===== config.mk =====
export PLATFORM = sky130hd
export DESIGN_NAME = tile_redraw_scheduler
export DESIGN_NICKNAME = d
export VERILOG_FILES = /design/src/rtl/tile_redraw_scheduler_pkg.sv /design/src/rtl/tile_redraw_scheduler_rr_arbiter.sv /design/src/rtl/tile_redraw_scheduler.sv
export SDC_FILE = /design/constraint.sdc
export NUM_CORES = 1
export LEC_CHECK = 0
export CORE_UTILIZATION = 47
export DETAILED_ROUTE_END_ITERATION = 8
export GPL_ROUTABILITY_DRIVEN = 0
export PLACE_DENSITY = 0.87
export SETUP_SLACK_MARGIN = 0.3
export SLEW_MARGIN = 20
export SYNTH_ARGS = -nofsm -noshare
export SYNTH_HDL_FRONTEND = slang
export SYNTH_SLANG_ARGS = --single-unit

===== constraint.sdc =====
create_clock -name clk -period 6.3 [get_ports clk]
set_input_delay 1.26 -clock clk [delete_from_list [all_inputs] [get_ports clk]]
set_output_delay 1.26 -clock clk [all_outputs]
set_load 0.01 [all_outputs]

===== src/rtl/tile_redraw_scheduler_pkg.sv =====
`default_nettype none
// ============================================================================
// tile_redraw_scheduler_pkg : shared tile geometry, graphic ids and FSM states
// Rev 1.0
// ============================================================================
package tile_redraw_scheduler_pkg;

    localparam int REL_BITS         = 4;
    localparam int PIXELS_WIDTH     = 16;
    localparam int PIXEL_COLOR_BITS = 8;
    localparam int GFX_ID_BITS      = 3;

    localparam logic [GFX_ID_BITS-1:0] GFX_EMPTY_BOX = 3'd0;
    localparam logic [GFX_ID_BITS-1:0] GFX_WALL      = 3'd1;
    localparam logic [GFX_ID_BITS-1:0] GFX_PELLET    = 3'd2;
    localparam logic [GFX_ID_BITS-1:0] GFX_POWER     = 3'd3;

    typedef enum logic [1:0] {
        IDLE = 2'd0,
        BLIT = 2'd1,
        DONE = 2'd2
    } state_t;

    function automatic int ptr_width(input int n);
        return (n > 1) ? $clog2(n) : 1;
    endfunction

endpackage
`default_nettype wire


===== src/rtl/tile_redraw_scheduler_rr_arbiter.sv =====
`default_nettype none
// ============================================================================
// tile_redraw_scheduler_rr_arbiter : round-robin priority select from i_ptr up
// Rev 1.0
// ============================================================================
module tile_redraw_scheduler_rr_arbiter #(
    parameter int NUM_REQ = 4,
    parameter int PTR_W   = 2
) (
    input  logic [NUM_REQ-1:0] i_req,
    input  logic [PTR_W-1:0]   i_ptr,
    output logic [NUM_REQ-1:0] o_grant,
    output logic [PTR_W-1:0]   o_idx,
    output logic               o_any
);

    int               w_cand;
    logic [PTR_W-1:0] w_sel;

    // Scan from farthest to nearest so the closest requester at/after i_ptr wins.
    always_comb begin
        o_grant = '0;
        o_idx   = '0;
        o_any   = 1'b0;
        w_cand  = 0;
        w_sel   = '0;
        for (int k = NUM_REQ - 1; k >= 0; k--) begin
            w_cand = int'(i_ptr) + k;
            if (w_cand >= NUM_REQ) begin
                w_cand = w_cand - NUM_REQ;
            end
            w_sel = PTR_W'(w_cand);
            if (i_req[w_sel]) begin
                o_grant        = '0;
                o_grant[w_sel] = 1'b1;
                o_idx          = w_sel;
                o_any          = 1'b1;
            end
        end
    end

endmodule
`default_nettype wire


===== src/rtl/tile_redraw_scheduler.sv =====
`default_nettype none
// ============================================================================
// tile_redraw_scheduler : arbitrates tile redraws and streams ROM pixels to FB
// Rev 1.0
// ============================================================================
module tile_redraw_scheduler
    import tile_redraw_scheduler_pkg::*;
#(
    parameter int NUM_REQ       = 4,
    parameter int TILE_COL_BITS = 5,
    parameter int TILE_ROW_BITS = 5,
    parameter int GFX_BITS      = GFX_ID_BITS
) (
    input  logic                              clk,
    input  logic                              rst_n,
    input  logic [NUM_REQ-1:0]                i_req_valid,
    input  logic [NUM_REQ*TILE_COL_BITS-1:0]  i_req_col,
    input  logic [NUM_REQ*TILE_ROW_BITS-1:0]  i_req_row,
    input  logic [NUM_REQ*GFX_BITS-1:0]       i_req_gfx,
    output logic [NUM_REQ-1:0]                o_req_ready,
    output logic [GFX_BITS-1:0]               o_gfx_sel,
    output logic [REL_BITS-1:0]               o_rel_x,
    output logic [REL_BITS-1:0]               o_rel_y,
    input  logic [PIXEL_COLOR_BITS-1:0]       i_gfx_pixels,
    output logic                              o_fb_wr_valid,
    input  logic                              i_fb_wr_ready,
    output logic [TILE_COL_BITS+REL_BITS-1:0] o_fb_x,
    output logic [TILE_ROW_BITS+REL_BITS-1:0] o_fb_y,
    output logic [PIXEL_COLOR_BITS-1:0]       o_fb_color,
    output logic                              o_busy,
    output logic                              o_done
);

    localparam int                  c_PTR_W    = ptr_width(NUM_REQ);
    localparam logic [REL_BITS-1:0] c_REL_LAST = REL_BITS'(PIXELS_WIDTH - 1);

    state_t                            r_state;
    state_t                            w_next_state;
    logic [c_PTR_W-1:0]                r_rr_ptr;
    logic [TILE_COL_BITS-1:0]          r_col;
    logic [TILE_ROW_BITS-1:0]          r_row;
    logic [GFX_BITS-1:0]               r_gfx;
    logic [REL_BITS-1:0]               r_rel_x;
    logic [REL_BITS-1:0]               r_rel_y;
    logic                              r_addr_left;
    logic                              r_fb_valid;
    logic [TILE_COL_BITS+REL_BITS-1:0] r_fb_x;
    logic [TILE_ROW_BITS+REL_BITS-1:0] r_fb_y;
    logic [PIXEL_COLOR_BITS-1:0]       r_fb_color;

    logic [NUM_REQ-1:0]                w_grant;
    logic [c_PTR_W-1:0]                w_grant_idx;
    logic                              w_grant_any;
    logic                              w_take;
    logic                              w_load;
    logic                              w_accept;
    logic                              w_last_addr;

    tile_redraw_scheduler_rr_arbiter #(
        .NUM_REQ (NUM_REQ),
        .PTR_W   (c_PTR_W)
    ) u_rr_arbiter (
        .i_req   (i_req_valid),
        .i_ptr   (r_rr_ptr),
        .o_grant (w_grant),
        .o_idx   (w_grant_idx),
        .o_any   (w_grant_any)
    );

    assign w_accept    = r_fb_valid && i_fb_wr_ready;
    assign w_last_addr = (r_rel_x == c_REL_LAST) && (r_rel_y == c_REL_LAST);

    always_ff @(posedge clk or negedge rst_n) begin
        if (!rst_n) begin
            r_state <= IDLE;
        end else begin
            r_state <= w_next_state;
        end
    end

    always_comb begin
        w_next_state = r_state;
        w_take       = 1'b0;
        w_load       = 1'b0;
        o_req_ready  = '0;
        case (r_state)
            IDLE: begin
                if (w_grant_any) begin
                    w_take       = 1'b1;
                    o_req_ready  = w_grant;
                    w_next_state = BLIT;
                end
            end
            BLIT: begin
                // The output register refills whenever it is empty or draining this cycle.
                w_load = r_addr_left && (!r_fb_valid || i_fb_wr_ready);
                if (!r_addr_left && w_accept) begin
                    w_next_state = DONE;
                end
            end
            DONE: begin
                w_next_state = IDLE;
            end
            default: begin
                w_next_state = IDLE;
            end
        endcase
    end

    always_ff @(posedge clk or negedge rst_n) begin
        if (!rst_n) begin
            r_rr_ptr    <= '0;
            r_col       <= '0;
            r_row       <= '0;
            r_gfx       <= '0;
            r_rel_x     <= '0;
            r_rel_y     <= '0;
            r_addr_left <= 1'b0;
            r_fb_valid  <= 1'b0;
            r_fb_x      <= '0;
            r_fb_y      <= '0;
            r_fb_color  <= '0;
        end else begin
            if (w_take) begin
                r_col       <= i_req_col[w_grant_idx*TILE_COL_BITS +: TILE_COL_BITS];
                r_row       <= i_req_row[w_grant_idx*TILE_ROW_BITS +: TILE_ROW_BITS];
                r_gfx       <= i_req_gfx[w_grant_idx*GFX_BITS +: GFX_BITS];
                r_rr_ptr    <= (w_grant_idx == c_PTR_W'(NUM_REQ - 1)) ? '0
                                                                      : w_grant_idx + c_PTR_W'(1);
                r_rel_x     <= '0;
                r_rel_y     <= '0;
                r_addr_left <= 1'b1;
            end
            if (w_load) begin
                r_fb_color <= i_gfx_pixels;
                r_fb_x     <= {r_col, r_rel_x};
                r_fb_y     <= {r_row, r_rel_y};
                r_fb_valid <= 1'b1;
                r_rel_x    <= r_rel_x + REL_BITS'(1);
                if (r_rel_x == c_REL_LAST) begin
                    r_rel_y <= r_rel_y + REL_BITS'(1);
                end
                if (w_last_addr) begin
                    r_addr_left <= 1'b0;
                end
            end else if (w_accept) begin
                r_fb_valid <= 1'b0;
            end
        end
    end

    assign o_gfx_sel     = r_gfx;
    assign o_rel_x       = r_rel_x;
    assign o_rel_y       = r_rel_y;
    assign o_fb_wr_valid = r_fb_valid;
    assign o_fb_x        = r_fb_x;
    assign o_fb_y        = r_fb_y;
    assign o_fb_color    = r_fb_color;
    assign o_busy        = (r_state != IDLE);
    assign o_done        = (r_state == DONE);

endmodule
`default_nettype wire


Word level (Yosys, flattened, before mapping). Index checks and enable logic that the tools add are counted.

Register bits: 53. Bits of input ports: 67. Output and inout port bits: 44. Word-level logic and storage cells: 113.

Shifts and indexed selects: 3. Multiply operators: 2. Muxes and demuxes: 51. Equal/unequal tests: 7. Reductions and logical operators: 16. Order comparisons: 12. Add/subtract/negate cells: 10.

Operators with widths (number): 4-bit two-way mux (11); 20-bit by 6-bit indexed part select with 5-bit output (2); 2-bit two-way mux (11); 1-bit two-way mux (20); 2-bit by 3-bit < comparator with 1-bit output (second input constant) (4); 12-bit by 5-bit indexed part select with 3-bit output (1); 3-bit greater-or-equal comparator (second input constant) (3); 4-bit by 1-bit adder with 4-bit output (second input constant) (2); 1-bit binary-select mux with 2-bit select (4); 1-bit demux with 2-bit select (4); 4-bit == test (second input constant) (2); 2-bit by 1-bit greater-or-equal comparator with 1-bit output (second input constant) (4); 1-bit logical AND (8); 2-bit by 1-bit subtractor with 2-bit output (second input constant) (4); 2-bit by 2-bit adder with 3-bit output (second input constant) (2); 2-bit nonzero test (3); 2-bit by 3-bit multiplier with 5-bit output (second input constant) (1); 2-bit == test (second input constant) (2); 2-bit by 2-bit multiplier with 4-bit output (second input constant) (1); 2-bit case mux with 2 select lines (1); 2-bit by 1-bit adder with 3-bit output (second input constant) (1); 2-bit by 3-bit greater-or-equal comparator with 1-bit output (second input constant) (1); 2-bit by 1-bit adder with 2-bit output (second input constant) (1); 2-bit by 1-bit == test with 1-bit output (second input constant) (1); other kinds (6) (7).

Depth between registers and ports, before layout.
Word-level depth: 14. Depth in mapped cells: 10. Mapped depth without buffers: 7.

Cells and area by module. From an unflattened synthesis, not the netlist that was laid out.

Cells, all modules: 285. Area, all modules: 3380.7 um2.

By module, submodules not included: tile_redraw_scheduler (seq. area each 1326.3 um2, area each 2697.6 um2, instances 1, cells each 200); tile_redraw_scheduler_rr_arbiter (seq. area each 0.0 um2, area each 683.2 um2, instances 1, cells each 85).

Least setup slack after synthesis. Ideal clock, no wire load.

Path type: input to output. Start: input port i_req_valid[1]. End: output port o_req_ready[0]. Path buffers: 0. Stages: 5. Setup slack: 2.473 ns. Arrival time: 2.567 ns. Path through: mux4_2 > nor2b_4 > a221oi_1 > or3_1 > a21oi_1.

Cells in the longest elaborated chain, start to end: 8. Elaborated cells between the ends (all ways): 18. Classes of those cells: mux (18).

RTL lines: start, declared (RTL line tile_redraw_scheduler.sv:16) `input logic [NUM_REQ-1:0] i_req_valid,`; 1-bit binary-select mux with 2-bit select (RTL line tile_redraw_scheduler_rr_arbiter.sv:33) `if (i_req[w_sel]) begin`; 1-bit two-way mux (implied by the code) (RTL line tile_redraw_scheduler_rr_arbiter.sv:33); 4-bit two-way mux or 1-bit two-way mux (tied branches) (4 in a row) (RTL line tile_redraw_scheduler_rr_arbiter.sv:33); 4-bit two-way mux (*) (RTL line tile_redraw_scheduler.sv:88) `if (w_grant_any) begin`; 4-bit two-way mux (*) (RTL line tile_redraw_scheduler.sv:86) `case (r_state)`; end, declared (RTL line tile_redraw_scheduler.sv:20) `output logic [NUM_REQ-1:0] o_req_ready,`.

Every way passes the cells marked *; elsewhere a longest branch is shown, timed or not. The select of a mux whose other input is x is not followed.

Worst setup path in the final report.
Start: input port i_req_valid[0]. End: output port o_req_ready[2].

The elaborated chain is that of the path after synthesis.

==> impl_metrics.toml <==
[floorplan]
die_w_um = 80.1
start_util = 0.487
num_rows = 28
coreArea_mm2 = 0.00589
dieArea_mm2 = 0.00642
die_y_um = 80.1
pin_count = 111

[pwr]
cellPowerDensity_mw_per_mm2 = 410
p_leak_nw = 1.74
ir_drop_uv = 295
power_mw = 1.69

[setup_path]
path_class = "input pin to primary output"
rr_endpoint = "r_row[0]"
cp.arrival_ns = 3.75
r2r_setup_slack_ns = 3.17
crit_path_end_kind = "primary output"
r2r_cells = 7
r2r-start = "r_rr_ptr[0]"
crit_path_max_fanout = 8
cp-start-kind = "input pin"
cp.required_ns = 5.04

[clock_network]
tritoncts = "done"
htreeDepth = 2
cts_buffer_depth = 2
clkSinkCount = 53
ctsResizeCount = 0
cts-root-buf = "clkbuf_8"
cts_buffers = 5
clock_latency_ns = 0.30
hold_buffers = 0
cts_setup_buffers = 0
clk_pin_slew_ns = 0.09

[synthesis]
synthMuxAreaShare = 0.252
synth_warnings = 0
synth_edf_count = 0
synth.yosys.seq_area_share = 0.462
synth_top_family_by_area = "multiplexers"
postSynthCellCount = 247
syn_nets = 324
yosys.area_share.adder = 0.0436
syn_area_mm2 = 0.00287
synth_cell_types = 34
avgSynthCellArea_um2 = 11.6
synth_simple_gate_area_frac = 0.101
synthXorXnorAreaFrac = 0.00916
synth_ff_type = "dfrtp_1"
synth_seq_cells = 53
synth_compound_area_frac = 0.102
synthArstFlopShare = 1.00

[timing]
hold_viol = 0
fmax_mhz = 200
layout_setup_ws_ns = 1.29
setup_tns_ns = 0
rsz0062_at_grt = "false"
finalCritPeriodShare = 0.795
relSlewSlack = 0.425
period_needed_ns = 5.01
setup_viol = 0
slew_violations = 0
clock_skew_ns = 0.00435
worst_slew_pin_slew_ns = 0.860
holdWs_ns = 0.497

[routing]
route.met2.wl_um = 3690
wl_met3_um = 351
met1_length_um = 2780
drtAntennaViolNets = 0
dr.pass1.iters = 6
initialDrtViolationCount = 71
vias = 2372
drc = 0
routed.top_layer = "met4"
routed_wirelength_um = 7000
routed_via_density = 5.53
wl_per_cell_um = 16.3

[final_layout]
drive_gt1_frac = 0.136
design_area_mm2 = 0.00411
antennaDiodeCount = 0
final_nets = 430
area_delta_synth_final_pct = 43.5

[global_routing]
grt_use_total = 0.234
antenna_found_initial = 0
grt_pass1_vias = 2417
grt_max_degree = 54
grt_pass1_wl_um = 11400
overflow = 0

[hold_path]
worstHoldPathType = "flop to flop"
worstHoldPathCells = 2
min-delay-start = "r_col[4]"
hold_end = "r_col[4]"

[run_status]
status = "completed"

[place]
placed_cell_area_mm2 = 0.00401
io_buffers = 110
dp_hpwl_um = 5240
dp_slack_ns = 1.30

[run]
max-cap-violations = 0
[through the flow]
stage / cells / utilization
floorplan: 247 / -
global placement: 421 / 0.681
detailed placement: 421 / 0.681
CTS: 429 / 0.699
global route: 429 / 0.699
finish: 429 / 0.699
[worst max-delay path: stages]
cell,delay [ns]
clkdlybuf4s50_1,0.55
mux4_2,0.60
nor2b_4,0.18
a221oi_1,0.09
or3_1,0.39
a21oi_2,0.12
clkdlybuf4s50_1,0.55
[kinds of logic (layout without fill, tap and decap cells)]
family	Yosys count	count (layout)
AO/OA/AOI/OAI	39	39
AND/OR/NAND/NOR	61	61
adder cells (fa/ha/maj)	10	10
multiplexers	66	66
XOR/XNOR	3	3
flip-flops	53	53
buffers and inverters	15	122
[placed cells by master, fill, tap and decap left out]
cell	Yosys	layout
nor3_1	3	2
mux4_2	2	2
a21oi_1	4	4
nor2b_4	1	1
nor2_4	0	1
mux2_1	1	1
a211oi_1	2	2
inv_1	2	2
a21oi_2	1	1
nand2_1	28	28
nor2_1	13	12
o221ai_1	13	13
or3_1	4	4
a211oi_2	1	1
nand2b_1	3	3
buf_2	4	1
a21o_1	1	1
nor3_2	0	1
nor2b_1	4	4
nand3b_1	1	1
a221oi_1	4	4
o21ai_0	8	8
xnor2_1	3	3
clkdlybuf4s50_1	0	109
clkbuf_8	0	7
mux2_2	29	29
o22a_1	1	1
a2111oi_0	1	1
a22o_1	2	2
buf_4	0	2
or2_1	1	1
dfrtp_1	53	53
inv_6	0	1
nand3_1	2	2
mux2i_1	34	34
nor4b_2	1	1
ha_1	10	10
o21ai_1	1	1
[state kept, by name, summed over array words and instances, names as in the netlist]
name,count
o_fb_x,9
o_fb_y,9
o_fb_color,8
r_col,5
r_row,5
o_rel_x,4
o_rel_y,4
o_gfx_sel,3
r_rr_ptr,2
r_state,2
o_fb_wr_valid,1
r_addr_left,1
[cells in the mapped netlist (4+ instances only)]
| cell type | n | area share |
|---|---|---|
| clkbuf_1 | 6 | 0.0079 |
| ha_1 | 10 | 0.044 |
| mux2i_1 | 34 | 0.12 |
| or3_1 | 4 | 0.0087 |
| nor2b_1 | 4 | 0.0087 |
| a21oi_1 | 4 | 0.0070 |
| mux2_2 | 29 | 0.11 |
| buf_2 | 4 | 0.0070 |
| a221oi_1 | 4 | 0.012 |
| nor2_1 | 13 | 0.017 |
| dfrtp_1 | 53 | 0.46 |
| o221ai_1 | 13 | 0.040 |
| nand2_1 | 28 | 0.037 |
| o21ai_0 | 8 | 0.014 |
[power by group]
part           leakage [nW]  internal, mW  total (mW)  switching (mW)
clock network        0.0549         0.102       0.210           0.109
logic                  1.03         0.495       0.913           0.418
registers             0.655         0.467       0.565          0.0978
total                  1.74          1.06        1.69           0.625
[worst max path at each step]
stage | from | to | slack [ns] | cells past startpoint
finish | i_req_valid[0] | o_req_ready[2] | 1.29 | 7
global route | i_req_valid[0] | o_req_ready[2] | 1.21 | 7
CTS | i_req_valid[0] | o_req_ready[2] | 1.30 | 7
detailed placement | i_req_valid[0] | o_req_ready[2] | 1.30 | 7
global placement | i_req_valid[3] | o_req_ready[2] | 1.39 | 7
floorplan | i_req_valid[1] | o_req_ready[0] | 2.47 | 5
[layout make-up]
| type | instances | area (um^2) |
|---|---|---|
| clock buffers | 7 | 96.3 |
| clock inverters | 1 | 8.76 |
| fillers | 458 | 1770 |
| inverters | 2 | 7.51 |
| multi-input cells | 179 | 1470 |
| flip-flops and latches | 53 | 1330 |
| well taps | 75 | 93.8 |
| repair buffers | 112 | 1110 |
[per-layer routing]
metal	track usage	up-vias
met3	0.0500	15
li1	-	1115
met5	0	-
met4	0.0857	0
met1	0.259	1159
met2	0.435	83
(Power assumes the default switching activity.)
